<file path="config.mk">
export PLATFORM = sky130hd
export DESIGN_NAME = mem_arbiter_flat
export DESIGN_NICKNAME = d
export VERILOG_FILES = /design/src/rtl/mem_arb_pkg.sv /design/src/rtl/mem_arb_if.sv /design/src/rtl/mem_arbiter_rr_arb2.sv /design/src/rtl/mem_arbiter.sv /design/src/flat_wrapper.sv
export SDC_FILE = /design/constraint.sdc
export NUM_CORES = 1
export LEC_CHECK = 0
export BUFFER_PORTS_ARGS = -buffer_cell sky130_fd_sc_hd__buf_2
export CAP_MARGIN = 0
export CORE_ASPECT_RATIO = 1.1
export CORE_MARGIN = 10
export CORE_UTILIZATION = 30
export DETAILED_ROUTE_END_ITERATION = 12
export GPL_TIMING_DRIVEN = 0
export HOLD_SLACK_MARGIN = 0.06
export PLACE_DENSITY = 0.59
export SYNTH_ARGS = -nofsm -noshare
export SYNTH_HDL_FRONTEND = slang
export SYNTH_SLANG_ARGS = --single-unit
</file>
<file path="constraint.sdc">
create_clock -name clk -period 4.3 [get_ports clk]
set_clock_uncertainty 0.1 [all_clocks]
set_input_delay 0.215 -clock clk [delete_from_list [all_inputs] [get_ports clk]]
set_output_delay 0.215 -clock clk [all_outputs]
set_load 0.02 [all_outputs]
</file>
<file path="src/rtl/mem_arb_pkg.sv">
// Shared types and helpers for the IFU/LSU data-memory arbiter.
package mem_arb_pkg;

   typedef enum logic [1:0] {
      IDLE  = 2'd0,
      ISSUE = 2'd1,
      WAIT  = 2'd2
   } state_e;

   typedef enum logic {
      OWN_IFU = 1'b0,
      OWN_LSU = 1'b1
   } owner_e;

   localparam int unsigned MAX_MASK_W = 64;
   localparam logic [MAX_MASK_W-1:0] MASK_ALL = '1;

   // Width able to hold the value `limit` itself; never below one bit.
   function automatic int unsigned cnt_width(input int unsigned limit);
      return (limit < 2) ? 1 : $clog2(limit + 1);
   endfunction

endpackage

</file>
<file path="src/rtl/mem_arb_if.sv">
// Request/response bundle between the IFU, LSU, data memory and the arbiter.
interface mem_arb_if #(
   parameter int unsigned ADDR_W = 32,
   parameter int unsigned DATA_W = 32
);
   localparam int unsigned MASK_W = DATA_W / 8;

   logic              ifu_req_valid;
   logic              ifu_req_ready;
   logic [ADDR_W-1:0] ifu_req_addr;
   logic              ifu_rsp_valid;
   logic [DATA_W-1:0] ifu_rsp_data;
   logic              ifu_rsp_err;

   logic              lsu_req_valid;
   logic              lsu_req_ready;
   logic [ADDR_W-1:0] lsu_req_addr;
   logic              lsu_req_wen;
   logic [DATA_W-1:0] lsu_req_wdata;
   logic [MASK_W-1:0] lsu_req_wmask;
   logic              lsu_rsp_valid;
   logic [DATA_W-1:0] lsu_rsp_data;
   logic              lsu_rsp_err;

   logic              mem_req_valid;
   logic              mem_req_ready;
   logic [ADDR_W-1:0] mem_req_addr;
   logic              mem_req_wen;
   logic [DATA_W-1:0] mem_req_wdata;
   logic [MASK_W-1:0] mem_req_wmask;
   logic              mem_rsp_valid;
   logic [DATA_W-1:0] mem_rsp_data;
   logic              mem_rsp_err;

   // Arbiter side.
   modport slave (
      input  ifu_req_valid, ifu_req_addr,
      output ifu_req_ready, ifu_rsp_valid, ifu_rsp_data, ifu_rsp_err,
      input  lsu_req_valid, lsu_req_addr, lsu_req_wen, lsu_req_wdata, lsu_req_wmask,
      output lsu_req_ready, lsu_rsp_valid, lsu_rsp_data, lsu_rsp_err,
      output mem_req_valid, mem_req_addr, mem_req_wen, mem_req_wdata, mem_req_wmask,
      input  mem_req_ready, mem_rsp_valid, mem_rsp_data, mem_rsp_err
   );

   // Units plus memory side.
   modport master (
      output ifu_req_valid, ifu_req_addr,
      input  ifu_req_ready, ifu_rsp_valid, ifu_rsp_data, ifu_rsp_err,
      output lsu_req_valid, lsu_req_addr, lsu_req_wen, lsu_req_wdata, lsu_req_wmask,
      input  lsu_req_ready, lsu_rsp_valid, lsu_rsp_data, lsu_rsp_err,
      input  mem_req_valid, mem_req_addr, mem_req_wen, mem_req_wdata, mem_req_wmask,
      output mem_req_ready, mem_rsp_valid, mem_rsp_data, mem_rsp_err
   );

endinterface

</file>
<file path="src/rtl/mem_arbiter_rr_arb2.sv">
// Two-requester round-robin picker; grant_o[0] = IFU, grant_o[1] = LSU.
module rr_arb2
   import mem_arb_pkg::*;
(
   input  logic       req_ifu_i,
   input  logic       req_lsu_i,
   input  owner_e     last_grant_i,
   output logic [1:0] grant_o
);

   always_comb begin
      grant_o = 2'b00;
      if (req_ifu_i && req_lsu_i) begin
         grant_o = (last_grant_i == OWN_LSU) ? 2'b01 : 2'b10;
      end else if (req_ifu_i) begin
         grant_o = 2'b01;
      end else if (req_lsu_i) begin
         grant_o = 2'b10;
      end
   end

endmodule

</file>
<file path="src/rtl/mem_arbiter.sv">
// Shares one data-memory port between IFU and LSU: one registered request in
// flight, round-robin on conflict, response timeout returns an error.
module mem_arbiter
   import mem_arb_pkg::*;
#(
   parameter int unsigned ADDR_W  = 32,
   parameter int unsigned DATA_W  = 32,
   parameter int unsigned TIMEOUT = 255
) (
   input  logic     clk,
   input  logic     reset,
   mem_arb_if.slave bus,
   output logic     busy
);

   localparam int unsigned MW = DATA_W / 8;
   localparam int unsigned CW = cnt_width(TIMEOUT);
   localparam logic [CW-1:0] LIMIT = (TIMEOUT == 0) ? '0 : CW'(TIMEOUT - 1);

   state_e            state_q, state_d;
   owner_e            owner_q, owner_d;
   owner_e            last_q, last_d;
   logic [ADDR_W-1:0] addr_q, addr_d;
   logic              wen_q, wen_d;
   logic [DATA_W-1:0] wdata_q, wdata_d;
   logic [MW-1:0]     wmask_q, wmask_d;
   logic [CW-1:0]     cnt_q, cnt_d;

   logic [1:0]        grant;
   logic              ifu_ready, lsu_ready, mem_valid;
   logic              rsp_v, rsp_err;
   logic [DATA_W-1:0] rsp_data;

   // Reset gates the requests so ready stays low while reset is held.
   rr_arb2 u_rr (
      .req_ifu_i   (bus.ifu_req_valid & ~reset),
      .req_lsu_i   (bus.lsu_req_valid & ~reset),
      .last_grant_i(last_q),
      .grant_o     (grant)
   );

   always_comb begin
      state_d   = state_q;
      owner_d   = owner_q;
      last_d    = last_q;
      addr_d    = addr_q;
      wen_d     = wen_q;
      wdata_d   = wdata_q;
      wmask_d   = wmask_q;
      cnt_d     = cnt_q;
      ifu_ready = 1'b0;
      lsu_ready = 1'b0;
      mem_valid = 1'b0;
      rsp_v     = 1'b0;
      rsp_err   = 1'b0;
      rsp_data  = '0;
      unique case (state_q)
         IDLE: begin
            if (grant[0]) begin
               ifu_ready = 1'b1;
               owner_d   = OWN_IFU;
               addr_d    = bus.ifu_req_addr;
               wen_d     = 1'b0;
               wdata_d   = '0;
               wmask_d   = MASK_ALL[MW-1:0];
               state_d   = ISSUE;
            end else if (grant[1]) begin
               lsu_ready = 1'b1;
               owner_d   = OWN_LSU;
               addr_d    = bus.lsu_req_addr;
               wen_d     = bus.lsu_req_wen;
               wdata_d   = bus.lsu_req_wdata;
               wmask_d   = bus.lsu_req_wmask;
               state_d   = ISSUE;
            end
         end
         ISSUE: begin
            mem_valid = 1'b1;
            if (bus.mem_req_ready) begin
               state_d = WAIT;
               cnt_d   = '0;
            end
         end
         WAIT: begin
            // A response arriving on the limit cycle takes priority over the timeout.
            if (bus.mem_rsp_valid) begin
               rsp_v    = 1'b1;
               rsp_err  = bus.mem_rsp_err;
               rsp_data = (owner_q == OWN_LSU && wen_q) ? '0 : bus.mem_rsp_data;
               last_d   = owner_q;
               state_d  = IDLE;
            end else if (TIMEOUT != 0 && cnt_q == LIMIT) begin
               rsp_v    = 1'b1;
               rsp_err  = 1'b1;
               last_d   = owner_q;
               state_d  = IDLE;
            end else if (cnt_q != '1) begin
               cnt_d = cnt_q + CW'(1);
            end
         end
         default: state_d = IDLE;
      endcase
   end

   always_ff @(posedge clk or posedge reset) begin
      if (reset) begin
         state_q <= IDLE;
         owner_q <= OWN_IFU;
         last_q  <= OWN_LSU;
         addr_q  <= '0;
         wen_q   <= 1'b0;
         wdata_q <= '0;
         wmask_q <= '0;
         cnt_q   <= '0;
      end else begin
         state_q <= state_d;
         owner_q <= owner_d;
         last_q  <= last_d;
         addr_q  <= addr_d;
         wen_q   <= wen_d;
         wdata_q <= wdata_d;
         wmask_q <= wmask_d;
         cnt_q   <= cnt_d;
      end
   end

   assign bus.ifu_req_ready = ifu_ready;
   assign bus.lsu_req_ready = lsu_ready;
   assign bus.ifu_rsp_valid = rsp_v && (owner_q == OWN_IFU);
   assign bus.ifu_rsp_data  = (owner_q == OWN_IFU) ? rsp_data : '0;
   assign bus.ifu_rsp_err   = rsp_err && (owner_q == OWN_IFU);
   assign bus.lsu_rsp_valid = rsp_v && (owner_q == OWN_LSU);
   assign bus.lsu_rsp_data  = (owner_q == OWN_LSU) ? rsp_data : '0;
   assign bus.lsu_rsp_err   = rsp_err && (owner_q == OWN_LSU);
   assign bus.mem_req_valid = mem_valid;
   assign bus.mem_req_addr  = addr_q;
   assign bus.mem_req_wen   = wen_q;
   assign bus.mem_req_wdata = wdata_q;
   assign bus.mem_req_wmask = wmask_q;
   assign busy              = (state_q != IDLE);

endmodule

</file>
<file path="src/flat_wrapper.sv">
// flat-port wrapper written by rule: the top's interface ports become plain ports
module mem_arbiter_flat import mem_arb_pkg::*;
#(
   parameter int unsigned ADDR_W  = 32,
   parameter int unsigned DATA_W  = 32,
   parameter int unsigned TIMEOUT = 255
)
  (clk, reset, busy, bus_ifu_req_valid, bus_ifu_req_addr, bus_ifu_req_ready, bus_ifu_rsp_valid, bus_ifu_rsp_data, bus_ifu_rsp_err, bus_lsu_req_valid, bus_lsu_req_addr, bus_lsu_req_wen, bus_lsu_req_wdata, bus_lsu_req_wmask, bus_lsu_req_ready, bus_lsu_rsp_valid, bus_lsu_rsp_data, bus_lsu_rsp_err, bus_mem_req_valid, bus_mem_req_addr, bus_mem_req_wen, bus_mem_req_wdata, bus_mem_req_wmask, bus_mem_req_ready, bus_mem_rsp_valid, bus_mem_rsp_data, bus_mem_rsp_err);
  mem_arb_if #(.ADDR_W(ADDR_W), .DATA_W(DATA_W)) bus_i ();
  input  logic clk;
  input  logic reset;
  output logic busy;
  input wire logic [$bits(bus_i.ifu_req_valid)-1:0] bus_ifu_req_valid;
  input wire logic [$bits(bus_i.ifu_req_addr)-1:0] bus_ifu_req_addr;
  output wire logic [$bits(bus_i.ifu_req_ready)-1:0] bus_ifu_req_ready;
  output wire logic [$bits(bus_i.ifu_rsp_valid)-1:0] bus_ifu_rsp_valid;
  output wire logic [$bits(bus_i.ifu_rsp_data)-1:0] bus_ifu_rsp_data;
  output wire logic [$bits(bus_i.ifu_rsp_err)-1:0] bus_ifu_rsp_err;
  input wire logic [$bits(bus_i.lsu_req_valid)-1:0] bus_lsu_req_valid;
  input wire logic [$bits(bus_i.lsu_req_addr)-1:0] bus_lsu_req_addr;
  input wire logic [$bits(bus_i.lsu_req_wen)-1:0] bus_lsu_req_wen;
  input wire logic [$bits(bus_i.lsu_req_wdata)-1:0] bus_lsu_req_wdata;
  input wire logic [$bits(bus_i.lsu_req_wmask)-1:0] bus_lsu_req_wmask;
  output wire logic [$bits(bus_i.lsu_req_ready)-1:0] bus_lsu_req_ready;
  output wire logic [$bits(bus_i.lsu_rsp_valid)-1:0] bus_lsu_rsp_valid;
  output wire logic [$bits(bus_i.lsu_rsp_data)-1:0] bus_lsu_rsp_data;
  output wire logic [$bits(bus_i.lsu_rsp_err)-1:0] bus_lsu_rsp_err;
  output wire logic [$bits(bus_i.mem_req_valid)-1:0] bus_mem_req_valid;
  output wire logic [$bits(bus_i.mem_req_addr)-1:0] bus_mem_req_addr;
  output wire logic [$bits(bus_i.mem_req_wen)-1:0] bus_mem_req_wen;
  output wire logic [$bits(bus_i.mem_req_wdata)-1:0] bus_mem_req_wdata;
  output wire logic [$bits(bus_i.mem_req_wmask)-1:0] bus_mem_req_wmask;
  input wire logic [$bits(bus_i.mem_req_ready)-1:0] bus_mem_req_ready;
  input wire logic [$bits(bus_i.mem_rsp_valid)-1:0] bus_mem_rsp_valid;
  input wire logic [$bits(bus_i.mem_rsp_data)-1:0] bus_mem_rsp_data;
  input wire logic [$bits(bus_i.mem_rsp_err)-1:0] bus_mem_rsp_err;
  assign bus_i.ifu_req_valid = bus_ifu_req_valid;
  assign bus_i.ifu_req_addr = bus_ifu_req_addr;
  assign bus_ifu_req_ready = bus_i.ifu_req_ready;
  assign bus_ifu_rsp_valid = bus_i.ifu_rsp_valid;
  assign bus_ifu_rsp_data = bus_i.ifu_rsp_data;
  assign bus_ifu_rsp_err = bus_i.ifu_rsp_err;
  assign bus_i.lsu_req_valid = bus_lsu_req_valid;
  assign bus_i.lsu_req_addr = bus_lsu_req_addr;
  assign bus_i.lsu_req_wen = bus_lsu_req_wen;
  assign bus_i.lsu_req_wdata = bus_lsu_req_wdata;
  assign bus_i.lsu_req_wmask = bus_lsu_req_wmask;
  assign bus_lsu_req_ready = bus_i.lsu_req_ready;
  assign bus_lsu_rsp_valid = bus_i.lsu_rsp_valid;
  assign bus_lsu_rsp_data = bus_i.lsu_rsp_data;
  assign bus_lsu_rsp_err = bus_i.lsu_rsp_err;
  assign bus_mem_req_valid = bus_i.mem_req_valid;
  assign bus_mem_req_addr = bus_i.mem_req_addr;
  assign bus_mem_req_wen = bus_i.mem_req_wen;
  assign bus_mem_req_wdata = bus_i.mem_req_wdata;
  assign bus_mem_req_wmask = bus_i.mem_req_wmask;
  assign bus_i.mem_req_ready = bus_mem_req_ready;
  assign bus_i.mem_rsp_valid = bus_mem_rsp_valid;
  assign bus_i.mem_rsp_data = bus_mem_rsp_data;
  assign bus_i.mem_rsp_err = bus_mem_rsp_err;
  mem_arbiter #(.ADDR_W(ADDR_W), .DATA_W(DATA_W), .TIMEOUT(TIMEOUT)) u_core (.clk(clk), .reset(reset), .bus(bus_i), .busy(busy));
endmodule
</file>
# Word-level counts from Yosys, hierarchy flattened
# Index checks and enable logic that the tools add are counted.
[word_totals] register_bits=81 in_bits=140 word_cells=81 out_inout_bits=141
[op_classes] eq_ne=10 mux=43 n_reduce_logical=15 n_addsub=1 bitwise=4
[ops] operator="two-way mux 32 bit" n=9
[ops] operator="two-way mux 8 bit" n=4
[ops] operator="two-way mux 2 bit" n=9
[ops] operator="two-way mux 1 bit" n=17
[ops] operator="case mux 8 bit (2 select lines)" n=1
[ops] operator="adder 8 x 1 -> 8 bit (second input constant)" n=1
[ops] operator="== test 8 bit (second input constant)" n=1
[ops] operator="two-way mux 4 bit" n=2
[ops] operator="inequality test 8 bit (second input constant)" n=1
[ops] operator="nonzero test 2 bit" n=4
[ops] operator="logical AND 1 bit" n=6
[ops] operator="inequality test 2 bit (second input constant)" n=3
[ops] operator="case mux 2 bit (3 select lines)" n=1
[ops] operator="AND reduction 5 bit" n=1
[ops] operator="AND reduction 2 bit" n=2
[ops] operator="inequality test 3 x 1 -> 1 bit (second input constant)" n=1
[ops] operator="inequality test 3 x 2 -> 1 bit (second input constant)" n=1
[ops] operator="AND reduction 3 bit" n=1
[ops] operator="AND 1 bit" n=2
[ops] operator="== test 2 x 1 -> 1 bit (second input constant)" n=1
[ops] operator="== test 2 bit (second input constant)" n=1
[ops] operator="logical NOT 2 bit" n=1
[ops] operator="inequality test 2 x 1 -> 1 bit (second input constant)" n=1
[ops] operator="inverter 1 bit" n=2

# Depth between registers and ports, before layout
[depth] ltp_word=8 depth_mapped=6 ltp_nobuf=6

# By module
# A second synthesis with hierarchy kept.
[unflattened] hier_cells=389 area_unflattened_um2=3997.6
[modules_own_cells] mod="mem_arbiter" area_per_inst_um2=3978.8 cells_per_inst=386 instances=1
[modules_own_cells] mod="rr_arb2" area_per_inst_um2=18.8 cells_per_inst=3 instances=1

# Worst setup path before layout
# Ideal clock, no wire load.
[synth_timing] path_kind="input to output" from="input reset" to="output bus_ifu_req_ready" n_path_buf=2 required_time_ns=3.985 arrival_time_ns=3.062 slack_ns=0.923 stages=5 path_cell_list="inv_1 > and3_1 > buf_2 > buf_2 > nor2b_1"
[synth_via] elab_chain_cells=6 word_cells_on_any_way=8 classes_between="mux (4); bitwise (3); reduce/logical (1)"
[synth_lines] item="from (decl)" line="flat_wrapper.sv:11" source="input logic reset;"
[synth_lines] item="inverter 1 bit (*)" line="mem_arbiter.sv:36, mem_arbiter.sv:37"
[synth_lines] item="AND 1 bit, on equally long branches" line="mem_arbiter.sv:36, mem_arbiter.sv:37"
[synth_lines] item="two-way mux 2 bit / logical AND 1 bit (equally long branches)" line="mem_arbiter_rr_arb2.sv:15, mem_arbiter_rr_arb2.sv:13"
[synth_lines] item="two-way mux 2 bit (*)" line="mem_arbiter_rr_arb2.sv:13" source="if (req_ifu_i && req_lsu_i) begin"
[synth_lines] item="two-way mux 1 bit (*)" line="mem_arbiter.sv:59" source="if (grant[0]) begin"
[synth_lines] item="two-way mux 1 bit (*)" line="mem_arbiter.sv:57" source="unique case (state_q)"
[synth_lines] item="to (decl)" line="flat_wrapper.sv:15" source="output wire logic [$bits(bus_i.ifu_req_ready)-1:0] bus_ifu_req_ready;"
# Mark *: on every way between the ends. The rest lies on a longest branch, timed or not.

# Final worst setup path
# Same ends and word-level chain as after synthesis.

==> out/metrics.cfg <==
[sta]
timing.fmax_mhz=359
grt_setup_unrepaired=no
fin_crit_sh_pct=64.9
timing.slew.headroom_pct=66.6
finalSetupTns_ps=0
tightest_slew_ps=500
maxSlewViolCount=0
finalCriticalPeriod_ps=2790
finalHoldViolations=0
finalSetupViolCount=0

[min_path]
holdPathStages=3
min_to=u_core.bus.mem_req_addr[19]
min-delay-start=bus_lsu_req_addr[19]
hold_class=in2reg

[finish]
drive_above_1_share_pct=44.3
layout_common_cells=290 x buf_2, 80 x dfrtp_1, 64 x and2_1
layout_commonest_cell=buf_2
instances_no_fill=874
syn2layout_area_growth_pct=59.8
finalNetCount=853

[grt]
antenna_found_initial=1
use_met1_pct=16.4
grt_pass1_wl_microns=23500
use_met2_pct=30.0
busiest_layer=met2
grt_pass1_vias=4397
grt-ovfl-total=0
grtUsageTotal_pct=16.2
use_met3_pct=6.15
grt_max_degree=47

[die]
coreArea_sq_mm=0.0127
die_h_microns=140
die_x_microns=129
dieArea_sq_mm=0.0181
io_pins=281
initial_utilization_pct=30.9
rows=43

[power]
total_power_mw=3.65
ir_drop_mv=0.343
powerDensity_mw_per_mm2=583
power_frac_comb_pct=43.1
p_sw_mw=1.50
p_int_mw=2.15
swShare_pct=41.1
p_leak_nw=3.40
clkPwrFrac_pct=21.3
power_frac_seq_pct=35.5

[synthesis]
postSynthCellCount=378
ys_ff_latch=81
synth_warnings=0
ys_types=42
syn-cell-area_sq_mm=0.00392
synth.avg_cell_area_sq_um=10.4
yosysSeqAreaShare_pct=51.7
synth_nets=520

[setup_path]
critPathLaunch=reset
ff2ff_path_depth=6
crit_required_ps=3980
path_max_fanout=37
r2r_setup_slack_ps=2280
worstSetupPathType=in2out
crit_arrival_ps=2470
end_kind=primary output
critPathLaunchType=primary input
worstReg2RegEnd=u_core.bus.mem_req_addr[26]
r2r-start=u_core.last_q

[placed_design]
place.gp.congestion=0.798
dp_hpwl_microns=12600
dp_cells=816
portBuffers=280

[clocking]
cts-root-buf=clkbuf_16
clk_latency_ps=330
clk_pin_slew_ps=60
post_cts_resized=0
cts_sinks=81
cts_tree=yes
ctsLongestPathBuffers=2
cts_buffers=9
htreeDepth=3

[route]
routed_wirelength_microns=15500
wire_per_inst_microns=17.7
drc=0
dr.pass1.iters=4
drt-initial-drc-count=149
num_vias=4071
viasPerCell=4.66
ant_nets=0

[job]
cap_violations=0

[status]
status=completed

==> registers in the layout, summed over array words and instances, names as in the netlist <==
signal and count:
u_core.cnt_q 8, u_core.bus.mem_req_wen 1, u_core.owner_q 1, u_core.bus.mem_req_addr 32
u_core.last_q 1, u_core.bus.mem_req_wmask 4, u_core.state_q 2, u_core.bus.mem_req_wdata 32
==> power groups by stage <==
| stage | logic [mW] | clock network [mW] | registers, mW |
|---|---|---|---|
| floorplan | 0.546 | 0 | 1.68 |
| global placement | 1.56 | 0 | 1.29 |
| finish | 1.58 | 0.779 | 1.30 |
| detailed placement | 1.58 | 0 | 1.30 |
| global route | 1.71 | 0.829 | 1.34 |
| CTS | 1.61 | 0.803 | 1.30 |
==> timing repair <==
action | in CTS | in global routing
hold buffers | 41 | 0
endpoints found under the hold margin | 74 | 0
setup buffers | 0 | 0
==> cells by family after synthesis <==
kind of cell / synth area share, %
AND/OR/NAND/NOR: 20.1
XOR/XNOR: 0.447
multiplexers: 8.17
AO/OA/AOI/OAI: 15.6
flip-flops: 51.7
adder cells (fa/ha/maj): 0.638
buffers and inverters: 3.38
==> worst max-delay path by stage <==
| stage | end | slack, ps | depth (start not counted) |
|---|---|---|---|
| floorplan | bus_ifu_req_ready | 920 | 5 |
| global placement | bus_ifu_req_ready | -100 | 7 |
| detailed placement | bus_lsu_rsp_data[19] | 2020 | 5 |
| global route | bus_ifu_req_ready | 1290 | 8 |
| finish | bus_ifu_req_ready | 1510 | 8 |
| CTS | bus_ifu_req_ready | 1440 | 8 |
==> metal layers <==
layer	wire [microns]	vias to the layer above
met4	193	0
met3	1540	12
li1	-	1988
met2	8010	184
met1	5710	1887
met5	0	-
==> through the flow <==
stage | hold WS (ps) | util (%) | setup WS [ps] | area (sq um)
after CTS | 60.3 | 49.3 | 1440 | 6270
after global placement | 332 | 43.5 | -104 | 5520
after global routing | 84.2 | 49.4 | 1290 | 6270
after floorplan | 217 | - | 923 | 3920
after detailed placement | 196 | 43.7 | 2020 | 5550
final | 67.4 | 49.4 | 1510 | 6270
==> critical path: stages <==
cell and delay [ps]:
dlygate4sd3_1 550, buf_2 150, inv_4 350, and3_1 240
buf_2 270, buf_2 360, nor2b_1 160, buf_2 170
==> layout make-up <==
| type | count | area, sq um |
|---|---|---|
| Antenna cell | 1 | 2.50 |
| Buffer | 26 | 118 |
| Inverter | 4 | 17.5 |
| Sequential cell | 81 | 2030 |
| Clock buffer | 10 | 239 |
| Fill cell | 1216 | 6430 |
| Clock inverter | 6 | 66.3 |
| Multi-Input combinational cell | 267 | 1760 |
| Tap cell | 157 | 196 |
| Timing Repair Buffer | 322 | 1840 |
==> synth_stat cells <==
cell type | n | share of area (%)
nand2_1 | 45 | 4.3
o41ai_1 | 2 | 0.45
and2_1 | 64 | 10
buf_2 | 10 | 1.3
o21a_1 | 1 | 0.19
nand3b_1 | 1 | 0.19
nor3b_4 | 1 | 0.48
mux2i_1 | 32 | 8.2
nor2b_1 | 2 | 0.32
xor2_1 | 2 | 0.45
buf_4 | 1 | 0.19
o31ai_1 | 2 | 0.38
a41oi_1 | 1 | 0.22
and3b_1 | 1 | 0.22
nand2b_1 | 2 | 0.32
and4_1 | 1 | 0.22
clkinv_1 | 1 | 0.096
o32ai_1 | 1 | 0.22
nor3b_2 | 1 | 0.32
a22o_1 | 33 | 7.4
nor3_1 | 3 | 0.38
dfrtp_1 | 80 | 51
clkbuf_1 | 12 | 1.1
or3_1 | 3 | 0.48
nor2_1 | 4 | 0.38
clkbuf_2 | 3 | 0.38
nand4_1 | 4 | 0.64
ha_1 | 2 | 0.64
inv_1 | 3 | 0.29
dfstp_2 | 1 | 0.67
o22a_1 | 2 | 0.45
and3_1 | 1 | 0.16
a21oi_1 | 4 | 0.51
or2b_1 | 1 | 0.19
o211ai_1 | 2 | 0.38
or2_2 | 1 | 0.16
nand3_1 | 2 | 0.26
a21o_1 | 1 | 0.19
nor3b_1 | 2 | 0.38
nand3_2 | 1 | 0.26
o21ai_0 | 41 | 5.2
or4_1 | 1 | 0.19
Power figures use the tool's default switching activity.
